**src/rtl/profile_stats_pkg.sv**
```systemverilog
// profile_stats_pkg: shared constants for the fibre-profile statistics block
package profile_stats_pkg;

    localparam int N_WORDS = 5;

    localparam logic [2:0] W_HDR    = 3'd0;
    localparam logic [2:0] W_SUM    = 3'd1;
    localparam logic [2:0] W_MOM_HI = 3'd2;
    localparam logic [2:0] W_MOM_LO = 3'd3;
    localparam logic [2:0] W_PEAK   = 3'd4;

    localparam int HDR_ERR_SHORT = 31;
    localparam int HDR_ERR_LONG  = 30;

    localparam logic [1:0] ST_IDLE  = 2'd0;
    localparam logic [1:0] ST_ACCUM = 2'd1;
    localparam logic [1:0] ST_FLUSH = 2'd2;
    localparam logic [1:0] ST_EMIT  = 2'd3;

    function automatic logic [31:0] hdr_word(input logic err_short, input logic err_long,
                                             input logic [15:0] frame_cnt);
        logic [31:0] w;
        w = {16'd0, frame_cnt};
        w[HDR_ERR_SHORT] = err_short;
        w[HDR_ERR_LONG]  = err_long;
        return w;
    endfunction

endpackage

```
**src/rtl/profile_accum.sv**
```systemverilog
// profile_accum: sum, registered product, first moment and peak datapath for one frame
module profile_accum
    import profile_stats_pkg::*;
#(
    parameter bit CLIP_NEG = 1'b1,
    parameter int MOM_W    = 48
) (
    input  logic                    clk,
    input  logic                    rst,
    input  logic                    clr_i,
    input  logic                    en_i,
    input  logic [15:0]             idx_i,
    input  logic signed [15:0]      sample_i,
    output logic [31:0]             sum_o,
    output logic [MOM_W-1:0]        mom_o,
    output logic [15:0]             peak_idx_o,
    output logic signed [15:0]      peak_val_o
);

    logic signed [15:0] s_c;
    logic signed [32:0] prod_d, prod_q;
    logic               prod_v_q;
    logic [31:0]        sum_d, sum_q;
    logic [MOM_W-1:0]   mom_d, mom_q;
    logic [15:0]        pk_idx_d, pk_idx_q;
    logic signed [15:0] pk_val_d, pk_val_q;
    logic               pk_ld;

    // Clear and a new beat may coincide (restart): old state is dropped, the new sample kept.
    always_comb begin
        s_c      = (CLIP_NEG && sample_i < 16'sd0) ? 16'sd0 : sample_i;
        prod_d   = 33'(s_c) * 33'($signed({1'b0, idx_i}));
        sum_d    = (clr_i ? 32'd0 : sum_q) + (en_i ? 32'(s_c) : 32'd0);
        mom_d    = (clr_i ? '0 : mom_q) + ((prod_v_q && !clr_i) ? MOM_W'(prod_q) : '0);
        pk_ld    = en_i && (idx_i == 16'd0 || s_c > pk_val_q);
        pk_idx_d = pk_ld ? idx_i : (clr_i ? 16'd0 : pk_idx_q);
        pk_val_d = pk_ld ? s_c : (clr_i ? 16'sd0 : pk_val_q);
    end

    // Accumulator state; the product lags its sample by one cycle.
    always_ff @(posedge clk or negedge rst) begin
        if (!rst) begin
            prod_q   <= '0;
            prod_v_q <= 1'b0;
            sum_q    <= '0;
            mom_q    <= '0;
            pk_idx_q <= '0;
            pk_val_q <= '0;
        end else begin
            prod_q   <= prod_d;
            prod_v_q <= en_i;
            sum_q    <= sum_d;
            mom_q    <= mom_d;
            pk_idx_q <= pk_idx_d;
            pk_val_q <= pk_val_d;
        end
    end

    assign sum_o      = sum_q;
    assign mom_o      = mom_q;
    assign peak_idx_o = pk_idx_q;
    assign peak_val_o = pk_val_q;

endmodule

```
**src/rtl/profile_stats.sv**
```systemverilog
// profile_stats: reduces one fibre-profile frame to a 5-word statistics packet
module profile_stats
    import profile_stats_pkg::*;
#(
    parameter int N_CH     = 320,
    parameter bit CLIP_NEG = 1'b1,
    parameter int MOM_W    = 48
) (
    input  logic        clk,
    input  logic        rst,
    input  logic [15:0] data_in_data,
    output logic        data_in_ready,
    input  logic        data_in_valid,
    input  logic [1:0]  data_in_empty,
    input  logic        data_in_startofpacket,
    input  logic        data_in_endofpacket,
    output logic [31:0] data_out_data,
    input  logic        data_out_ready,
    output logic        data_out_valid,
    output logic [1:0]  data_out_empty,
    output logic        data_out_startofpacket,
    output logic        data_out_endofpacket
);

    localparam logic [15:0] N_LAST = 16'(N_CH - 1);

    logic [1:0]         st_d, st_q;
    logic [15:0]        idx_d, idx_q, cur_idx;
    logic [2:0]         word_d, word_q;
    logic [15:0]        fc_d, fc_q;
    logic               es_d, es_q, el_d, el_q;
    logic               beat, in_frame, acc_en, acc_clr, done;
    logic [31:0]        sum;
    logic [MOM_W-1:0]   mom;
    logic [15:0]        pk_idx;
    logic signed [15:0] pk_val;
    logic               unused_empty;

    assign unused_empty = ^data_in_empty;

    profile_accum #(.CLIP_NEG(CLIP_NEG), .MOM_W(MOM_W)) u_accum (
        .clk        (clk),
        .rst        (rst),
        .clr_i      (acc_clr),
        .en_i       (acc_en),
        .idx_i      (cur_idx),
        .sample_i   (data_in_data),
        .sum_o      (sum),
        .mom_o      (mom),
        .peak_idx_o (pk_idx),
        .peak_val_o (pk_val)
    );

    // Frame tracking: a sop always restarts at idx 0; idx saturates at N_CH so overlong frames only flag.
    always_comb begin
        data_in_ready = (st_q == ST_IDLE) || (st_q == ST_ACCUM);
        beat     = data_in_valid && data_in_ready;
        in_frame = beat && (data_in_startofpacket || st_q == ST_ACCUM);
        cur_idx  = data_in_startofpacket ? 16'd0 : idx_q;
        acc_en   = in_frame && cur_idx <= N_LAST;
        done     = st_q == ST_EMIT && data_out_ready && word_q == W_PEAK;
        acc_clr  = (st_q == ST_ACCUM && beat && data_in_startofpacket) || done;
        idx_d    = in_frame ? (cur_idx <= N_LAST ? cur_idx + 16'd1 : cur_idx) : idx_q;
        el_d     = done ? 1'b0 : in_frame ? ((!data_in_startofpacket && el_q) || cur_idx > N_LAST) : el_q;
        es_d     = done ? 1'b0 : in_frame ? (data_in_endofpacket && cur_idx < N_LAST) : es_q;
        st_d     = (st_q == ST_FLUSH) ? ST_EMIT :
                   (st_q == ST_EMIT)  ? (done ? ST_IDLE : ST_EMIT) :
                   in_frame           ? (data_in_endofpacket ? ST_FLUSH : ST_ACCUM) : st_q;
        word_d   = (st_q == ST_EMIT && data_out_ready) ? (done ? W_HDR : word_q + 3'd1) : word_q;
        fc_d     = done ? fc_q + 16'd1 : fc_q;
    end

    // Control state.
    always_ff @(posedge clk or negedge rst) begin
        if (!rst) begin
            st_q   <= ST_IDLE;
            idx_q  <= '0;
            word_q <= W_HDR;
            fc_q   <= '0;
            es_q   <= 1'b0;
            el_q   <= 1'b0;
        end else begin
            st_q   <= st_d;
            idx_q  <= idx_d;
            word_q <= word_d;
            fc_q   <= fc_d;
            es_q   <= es_d;
            el_q   <= el_d;
        end
    end

    // Result word mux; accumulators are frozen during EMIT so words stay stable under backpressure.
    always_comb begin
        data_out_valid         = st_q == ST_EMIT;
        data_out_empty         = 2'd0;
        data_out_startofpacket = data_out_valid && word_q == W_HDR;
        data_out_endofpacket   = data_out_valid && word_q == W_PEAK;
        data_out_data          = !data_out_valid     ? 32'd0 :
                                 (word_q == W_HDR)    ? hdr_word(es_q, el_q, fc_q) :
                                 (word_q == W_SUM)    ? sum :
                                 (word_q == W_MOM_HI) ? 32'(mom[MOM_W-1:32]) :
                                 (word_q == W_MOM_LO) ? mom[31:0] :
                                                        {pk_idx, pk_val};
    end

endmodule
```
**config.mk**
```make
export PLATFORM = sky130hd
export DESIGN_NAME = profile_stats
export DESIGN_NICKNAME = d
export VERILOG_FILES = /design/src/rtl/profile_stats_pkg.sv /design/src/rtl/profile_accum.sv /design/src/rtl/profile_stats.sv
export SDC_FILE = /design/constraint.sdc
export NUM_CORES = 1
export LEC_CHECK = 0
export CORE_MARGIN = 2
export CORE_UTILIZATION = 45
export CTS_CLUSTER_SIZE = 8
export DETAILED_ROUTE_END_ITERATION = 8
export GPL_TIMING_DRIVEN = 0
export PLACE_DENSITY_LB_ADDON = 0.12
export SYNTH_ARGS = -nofsm -noshare
export SYNTH_HDL_FRONTEND = slang
export SYNTH_SLANG_ARGS = --single-unit
export TNS_END_PERCENT = 30
```
**constraint.sdc**
```tcl
create_clock -name clk -period 8 [get_ports clk]
set_input_delay 0.8 -clock clk [delete_from_list [all_inputs] [get_ports clk]]
set_output_delay 0.8 -clock clk [all_outputs]
set_load 0.01 [all_outputs]
```
# Yosys cells after proc, flatten, opt, wreduce, memory -nomap -nowiden
# Index checks and enable logic that the tools add are counted.
[totals] in_bits=24 romBits=0 register_bits=185 out_inout_bits=38 mem_bits_rw=0 memories=0 latchBits=0 wordCells=81
[classes] shift=0 mux=25 add_sub_neg=5 magnitude_cmp=5 bitwise=0 mul=1 div_mod_pow=0 eq_ne=7 n_reduce_logical=26
[ops] cell="$mux 32" n=7
[ops] cell="$mux 16" n=6
[ops] cell="$mux 48" n=2
[ops] cell="$add 48x48->48" n=1
[ops] cell="$mul 16x17->33" n=1
[ops] cell="$add 16x1->16 const B" n=2
[ops] cell="$add 32x32->32" n=1
[ops] cell="$gt 16x16->1" n=1
[ops] cell="$gt 16x9->1 const B" n=1
[ops] cell="$le 16x9->1 const B" n=1
[ops] cell="$logic_not 16->1" n=1
[ops] cell="$lt 16x1->1 const B" n=1
[ops] cell="$lt 16x9->1 const B" n=1
[ops] cell="$logic_and 1x1->1" n=13
[ops] cell="$mux 2" n=5
[ops] cell="$eq 3x2->1 const B" n=2
[ops] cell="$logic_or 1x1->1" n=5
[ops] cell="$eq 2x2->1 const B" n=2
[ops] cell="$mux 1" n=4
[ops] cell="$reduce_bool 2->1" n=2
[ops] cell="$add 3x1->3 const B" n=1
[ops] cell="$eq 3x1->1 const B" n=1
[ops] cell="$eq 3x3->1 const B" n=1
[ops] cell="$logic_not 3->1" n=1
[ops] cell="other kinds (5)" n=6

# Logic depth before layout (Yosys ltp)
# Gate-level depths: netlist of run 1.
[depth] word_depth=10 ltp_mapped=29 depth_no_buf=25

# Modules after synthesis
# Synthesis of run 1 repeated with hierarchy kept, for this count alone.
[hier_totals] hier_cells=2323 area_unflattened_um2=20602.3
[modules_own_cells] mod="profile_accum" cells_each=1972 instances=1 area_per_inst_um2=17638.2 seq_area_each_um2=3628.5
[modules_own_cells] mod="profile_stats" cells_each=351 instances=1 area_per_inst_um2=2964.1 seq_area_each_um2=975.9

# Least setup slack after synthesis of run 1
# OpenSTA, ideal clock, no wires.
[synth_timing] path_kind="input -> register" startpoint="in data_in_startofpacket" endpoint="reg u_accum.prod_q[25]" cell_stages=25 setup_slack_ns=0.563 t_arrival_ns=7.310 required_ns=7.872 path_cell_list="clkbuf_1 > clkbuf_1 > clkbuf_1 > clkbuf_1 > nand2b_1 > nor2_1 > fa_1 > inv_1 > fa_1 > fa_1 > inv_1 > fa_1 > fa_1 > inv_1 > fa_1 > inv_1 > ha_1 > a21o_1 > or3_1 > a211o_1 > a31o_2 > a21o_1 > a31oi_2 > o21bai_1 > xor2_1"
[synth_via] elab_chain_len=2
[synth_lines] item="start, declared" line="profile_stats.sv:15" text="input logic data_in_startofpacket,"
[synth_lines] item="$mux 16" line="profile_stats.sv:59" text="cur_idx = data_in_startofpacket ? 16'd0 : idx_q;"
[synth_lines] item="$mul 16x17->33" line="profile_accum.sv:32" text="prod_d = 33'(s_c) * 33'($signed({1'b0, idx_i}));"
[synth_lines] item="via u_accum.prod_d[25]" line="profile_accum.sv:21" text="logic signed [32:0] prod_d, prod_q;"
[synth_lines] item="end signal, assigned" line="profile_accum.sv:50" text="prod_q <= prod_d;"
[synth_lines] item="end, declared" line="profile_accum.sv:21"
# The timed path passes the listed nets, and every way through them passes these cells.
# A chain may end at the register's enable or synchronous reset.

# Worst setup path in the final report of run 1
[layout_timing] startpoint="in data_in_data[15]" endpoint="reg u_accum.prod_q[32]"
[layout_via] elab_chain_len=3
[layout_lines] item="start, declared" line="profile_stats.sv:11" text="input logic [15:0] data_in_data,"
[layout_lines] item="$lt 16x1->1" line="profile_accum.sv:31" text="s_c = (CLIP_NEG && sample_i < 16'sd0) ? 16'sd0 : sample_i;"
[layout_lines] item="$mux 16 (*)" line="profile_accum.sv:31"
[layout_lines] item="$mul 16x17->33 (*)" line="profile_accum.sv:32"
[layout_lines] item="via u_accum.prod_d[32]" line="profile_accum.sv:21"
# Mark *: on every way through the listed nets, which the timed path passes. The rest lies on a longest branch.

==> flow_summary.json, run 1 <==
{
  "synthAdderAreaFrac_pct": 31.7,
  "drv_cap": 0,
  "p_leak_nw": 11.1,
  "synth_compound_area_share_pct": 12.6,
  "synthSimpleGateAreaFrac_pct": 18.7,
  "nNetsFinal": 2757,
  "grt_overflow_total": 0,
  "ant_nets": 0,
  "clock_skew_ps": 14.2,
  "hold_viol": 0,
  "place_ws_ps": -1310,
  "post-route-util_pct": 50.4,
  "synth_top_family_by_area": "adder cells",
  "grt_antenna_before_repair": 0,
  "worst_pin_slew_ps": 1010,
  "hp-class": "primary input to async pin",
  "drt_iter0_drc": 1352,
  "cts.htree.levels": 4,
  "fin_crit_sh_pct": 96.6,
  "crit_slowest_cell": "fa_1",
  "drt-total-wl_mm": 58.8,
  "hpwl_mm": 48.0,
  "fin_crit_ps": 7730,
  "hold_buffers": 0,
  "worst_ep_arrival_time_ps": 8110,
  "critPathKind": "primary input to flip-flop",
  "ys.flop_type": "dfrtp_1",
  "grt_max_degree": 98,
  "cp_common_cell": "fa_1",
  "syn_avg_cell_area_sq_um": 8.63,
  "cts_root_buffer": "clkbuf_16",
  "rows": 76,
  "gp_congestion": 0.931,
  "synthXorXnorAreaFrac_pct": 5.00,
  "power-per-cell-area_mw_per_mm2": 163,
  "cts_inserted_buffers": 17,
  "ys_seq_elements": 184,
  "ys_seq_area_share_pct": 23.5,
  "insertion_delay_ps": 450,
  "worst_path_largest_cell_delay_ps": 600,
  "drive_above_1_share_pct": 4.49,
  "worst_slack_ps": 271,
  "start_util_pct": 45.5,
  "final-setup-viol-count": 0,
  "stdcell_area_sq_mm": 0.0217,
  "syn_inst": 2274,
  "grt_pass1_vias": 16100,
  "ir_drop_mv": 0.121,
  "cts.path.max_buffers": 2,
  "synth_cell_types": 64,
  "cts_sinks": 184,
  "fin_tns_setup_ps": 0,
  "cts_tree": "built",
  "clk_pin_slew_ps": 70,
  "track_usage_pct": 27.0,
  "placed_area_sq_mm": 0.0210,
  "synthArstFlopShare_pct": 100,
  "first_pass_iters": 5,
  "synth_area_sq_mm": 0.0196,
  "via_count": 16200,
  "area_growth_pct": 10.6,
  "max_freq_mhz": 129,
  "core_sq_mm": 0.0431,
  "critPathMaxFanout": 10,
  "grt_pass1_wl_mm": 91.5,
  "end_kind": "flip-flop",
  "wl_per_cell_um": 20.0,
  "drc_errors": 0,
  "relSlewSlack_pct": 31.8,
  "cp-start-kind": "primary input",
  "crit_required_ps": 8380,
  "io_buffers": 57,
  "outcome": "completed",
  "die_w_um": 213,
  "fp.dieH_um": 213,
  "die_area_sq_mm": 0.0453,
  "synth_edf_count": 0,
  "ys_warn_count": 0,
  "io_pins": 62,
  "synth_mux_area_share_pct": 0.931,
  "via_per_inst": 5.49,
  "slew_viol_final": 0
}
==> repair_timing <==
| action | CTS | global route |
|---|---|---|
| buffers inserted | 0 | 1 |
| hold endpoints to repair | 0 | 0 |
| endpoints found under the setup margin | 13 | 7 |
| pin swaps | 0 | 1 |
| gates resized for setup | 35 | 41 |
==> layer usage <==
layer	routed length, um	GRT usage, %
met1	25300	35.8
met3	3050	3.68
met4	2470	11.4
met2	28000	44.4
met5	0	0
==> report_power, final <==
part           internal [mW]  switching, mW  total (mW)  leakage [nW]
Sequential              1.07          0.119        1.19          2.51
Clock                  0.496          0.388       0.884         0.291
Combinational          0.556          0.914        1.47          8.28
==> logic make-up after synthesis <==
kind of cell / after synthesis
AO/OA/AOI/OAI: 386
flip-flops: 184
multiplexers: 18
adder cells (fa/ha/maj): 387
buffers and inverters: 394
AND/OR/NAND/NOR: 792
XOR/XNOR: 112
other: 1
==> path summary, 6_finish.rpt <==
| kind | startpoint | end | slack, ps | depth (start not counted) |
|---|---|---|---|---|
| worst min-delay path | rst | u_accum.mom_o[39] | 380 | 1 |
| min in group clk | fc_q[15] | fc_q[15] | 490 | 1 |
| worst max register to register | idx_q[9] | u_accum.prod_q[25] | 900 | 21 |
| max in group asynchronous | rst | u_accum.prod_v_q | 6690 | 2 |
| worst min register to register | fc_q[15] | fc_q[15] | 490 | 1 |
| worst max-delay path | data_in_data[15] | u_accum.prod_q[32] | 270 | 25 |
==> through the flow <==
stage                     std cells  total power, mW  hold WS [ps]
after detailed placement       2918             2.66           475
after global placement         2917             2.63           468
after CTS                      2947             3.54           410
after floorplan                2275             2.06           446
final                          2946             3.54           380
after global routing           2945             3.76           428
==> synthesized netlist by cell type (8+ instances only) <==
cell,number,share of area (%)
clkbuf_1,82,1.6
nor3_1,10,0.26
nand3_1,61,1.6
xnor2_1,80,3.6
a21o_1,49,1.9
o221ai_1,16,0.71
xor2_1,32,1.4
nand2_1,226,4.3
dfrtp_1,184,23
buf_1,9,0.17
o211ai_1,9,0.34
nor2_1,256,4.9
or3_1,8,0.26
a31oi_1,9,0.29
a211oi_1,21,0.80
inv_1,294,5.6
o21ai_0,91,2.3
o21a_1,12,0.46
and2_1,75,2.4
fa_1,183,19
nor2b_1,34,1.1
ha_1,203,13
nand2b_1,41,1.3
a21oi_1,115,2.9
o21bai_1,10,0.38
nand4_1,13,0.41
mux2i_1,16,0.82
and3_1,53,1.7
==> sequential cells by signal, indices dropped and copies added (netlist names) <==
name	flops
u_accum.sum_o	32
u_accum.peak_val_o	15
u_accum.peak_idx_o	16
word_q	3
el_q	1
fc_q	16
u_accum.prod_v_q	1
u_accum.mom_o	48
idx_q	16
st_q	2
es_q	1
u_accum.prod_q	33
==> final cells by class <==
cell class / instances / area [sq um]
inverters: 295 / 1110
repair buffers: 59 / 606
flip-flops and latches: 184 / 4600
diodes: 1 / 2.50
clock inverters: 9 / 111
multi-input cells: 1697 / 13600
well taps: 585 / 732
plain buffers: 93 / 415
clock buffers: 23 / 488
fillers: 4152 / 21400
==> placed cells by master, fill, tap and decap left out, types with 75 or more instances in the layout <==
master	instances
ha_1	203
inv_1	291
nor2_1	256
and2_1	75
nand2_1	226
dfrtp_1	184
xnor2_1	80
o21ai_0	91
a21oi_1	115
fa_1	183
==> critical path: cells and delay by family <==
family / cells / cell delay, ps
compound gates: 7 / 1560
buf+inv: 6 / 1250
xor+xnor: 1 / 130
simple gates: 4 / 780
fa+ha+maj: 7 / 3570
Note: power is estimated with default switching activity, not from simulation.
==> inputs of run 2 (changes only) <==
--- a/config.mk
+++ b/config.mk
@@ -5,11 +5,14 @@
 export SDC_FILE = /design/constraint.sdc
 export NUM_CORES = 1
 export LEC_CHECK = 0
+export CELL_PAD_IN_SITES_DETAIL_PLACEMENT = 0
+export CELL_PAD_IN_SITES_GLOBAL_PLACEMENT = 1
 export CORE_MARGIN = 2
 export CORE_UTILIZATION = 45
 export CTS_CLUSTER_SIZE = 8
 export DETAILED_ROUTE_END_ITERATION = 8
 export GPL_TIMING_DRIVEN = 0
+export MAX_ROUTING_LAYER = met4
 export PLACE_DENSITY_LB_ADDON = 0.12
 export SYNTH_ARGS = -nofsm -noshare
 export SYNTH_HDL_FRONTEND = slang
==> run 2 against run 1 <==
Clock skew is 0.76 ps lower; sequential power hardly changed; clock power is 7.1% higher; count of clock-buffer cells in the layout is 6 lower; worst setup slack better by 19 ps; register-to-register slack worse by 130 ps; design area is 0.16% higher; hold slack worse by 90 ps; die area stayed put; power is 2.3% higher; highest routed layer unchanged.
==> flow_summary.json, run 2 (synthesized netlist as in run 1, its figures left out) <==
{
  "wl_per_cell_um": 20.5,
  "multi_input_area_sq_mm": 0.0136,
  "clock_skew_ps": 13.5,
  "via_count": 16100,
  "cts.path.max_buffers": 2,
  "end_kind": "flip-flop",
  "critPathMaxFanout": 10,
  "drt-total-wl_mm": 60.4,
  "r2r_end": "u_accum.prod_q[32]",
  "insertion_delay_ps": 460,
  "rows": 76,
  "io_pins": 62,
  "cts_tree": "built",
  "hold_buffers": 0,
  "grt_overflow_total": 0,
  "ff2ff_path_depth": 23,
  "finalNonFillerCells": 2946,
  "io_buffers": 57,
  "stdcell_area_sq_mm": 0.0217,
  "die_area_sq_mm": 0.0453,
  "worst_pin_slew_ps": 941,
  "core_sq_mm": 0.0431,
  "num-fill-cells": 4243,
  "ant_nets": 0,
  "cts.htree.levels": 4,
  "ff_latch_area_sq_mm": 0.00460,
  "cts_root_buffer": "clkbuf_16",
  "worst_ep_arrival_time_ps": 8090,
  "start_util_pct": 45.5,
  "total_power_mw": 3.62,
  "final_common_cell": "inv_1",
  "via_per_inst": 5.48,
  "fp.dieH_um": 213,
  "fin_crit_sh_pct": 96.4,
  "drv_cap": 0,
  "grt_pass1_vias": 16100,
  "outcome": "completed",
  "cp-start-kind": "primary input",
  "relSlewSlack_pct": 37.3,
  "critPathKind": "primary input to flip-flop",
  "slew_viol_final": 0,
  "busiest_layer": "met2",
  "hold_viol": 0,
  "ir_drop_mv": 0.134,
  "fin_crit_ps": 7710,
  "track_usage_pct": 28.5,
  "r2r_start": "idx_q[6]",
  "power-per-cell-area_mw_per_mm2": 167,
  "area_growth_pct": 10.8,
  "antenna-diode-count": 0,
  "first_pass_iters": 5,
  "largest_register_ffs": 48,
  "drive_above_1_share_pct": 4.57,
  "cts_sinks": 184,
  "grt_pass1_wl_mm": 93.9,
  "placed_cells": 2918,
  "clk_pin_slew_ps": 70,
  "nNetsFinal": 2758,
  "use_met2_pct": 45.8,
  "crit_required_ps": 8380,
  "gp_congestion": 0.933,
  "grt_use_met3_pct": 3.24,
  "grt_max_degree": 96,
  "final-setup-viol-count": 0,
  "drc_errors": 0,
  "placed_area_sq_mm": 0.0210,
  "p_leak_nw": 11.1,
  "die_w_um": 213,
  "final_cell_mix": "292 x inv_1, 256 x nor2_1, 226 x nand2_1",
  "grt_antenna_before_repair": 0,
  "hpwl_mm": 48.9,
  "hp-class": "primary input to async pin",
  "drt_iter0_drc": 1201,
  "reg2reg_setup_slack_ps": 770,
  "max_freq_mhz": 130,
  "cts_inserted_buffers": 17,
  "gr-usage-met1_pct": 37.3
}
-- run 2: cell count changes in the layout (fill, tap and decap cells not counted), sizes merged --
cell / before / now
inv: 297 / 302
clkbuf: 97 / 94
diode: 1 / 0
clkinv: 2 / 3
bufinv: 2 / 4
clkinvlp: 3 / 1
buf: 23 / 21
-- run 2: per-layer routing --
metal	part of all wire [%]	wire, um
met3	4.7	2830
met5	0	0
met4	3.7	2260
met1	44	26600
met2	48	28800
-- run 2: area by class of cell --
type	count	area share, %
Clock inverter	15	0.967
Timing Repair Buffer	59	2.79
Clock buffer	17	1.96
Inverter	295	5.11
Buffer	94	1.90
Tap cell	585	3.37
Sequential cell	184	21.2
Multi-Input combinational cell	1697	62.7
-- run 2: timing repair --
action,CTS,global route
setup buffers,0,1
gates cloned,0,0
endpoints found under the setup margin,16,8
gates resized for setup,36,35
pin swaps,0,1
-- run 2: critical path, cell delays in order --
cell	delay (ps)
clkdlybuf4s50_1	560
clkbuf_4	260
nand2b_4	250
clkinvlp_4	220
clkbuf_4	290
nand2_1	120
fa_1	460
fa_1	530
inv_1	50
fa_1	470
fa_1	520
fa_1	550
inv_1	60
fa_1	520
inv_1	40
ha_1	370
a21o_1	180
a21oi_1	200
o211ai_1	190
a2111oi_2	460
a211o_1	190
nand3_1	130
o31ai_2	240
nand2b_1	90
a21oi_1	190
xnor2_1	130
-- run 2: through the flow --
stage / hold slack, ps / utilization, % / setup slack [ps] / TNS [ps]
global placement: 467 / 48.6 / -1850 / -353150
floorplan: 446 / - / 563 / 0
CTS: 358 / 50.2 / 26.8 / 0
finish: 291 / 50.5 / 290 / 0
global route: 364 / 50.5 / -2.91 / -2.91
detailed placement: 469 / 48.7 / -1410 / -17220
-- run 2: how the worst max path moves through the flow --
stage                                from            endpoint  slack (ps)
floorplan           data_in_startofpacket  u_accum.prod_q[25]         560
global placement                      rst           idx_q[11]       -1850
CTS                      data_in_data[15]  u_accum.prod_q[32]          30
global route        data_in_startofpacket  u_accum.prod_q[27]          -3
finish                   data_in_data[15]  u_accum.prod_q[32]         290
detailed placement  data_in_startofpacket  u_accum.prod_q[32]       -1410
-- run 2: report_power, final --
part	internal (mW)	leakage [nW]	switching, mW
Clock	0.532	0.317	0.415
Sequential	1.07	2.51	0.116
Combinational	0.558	8.27	0.932
Total	2.16	11.1	1.46
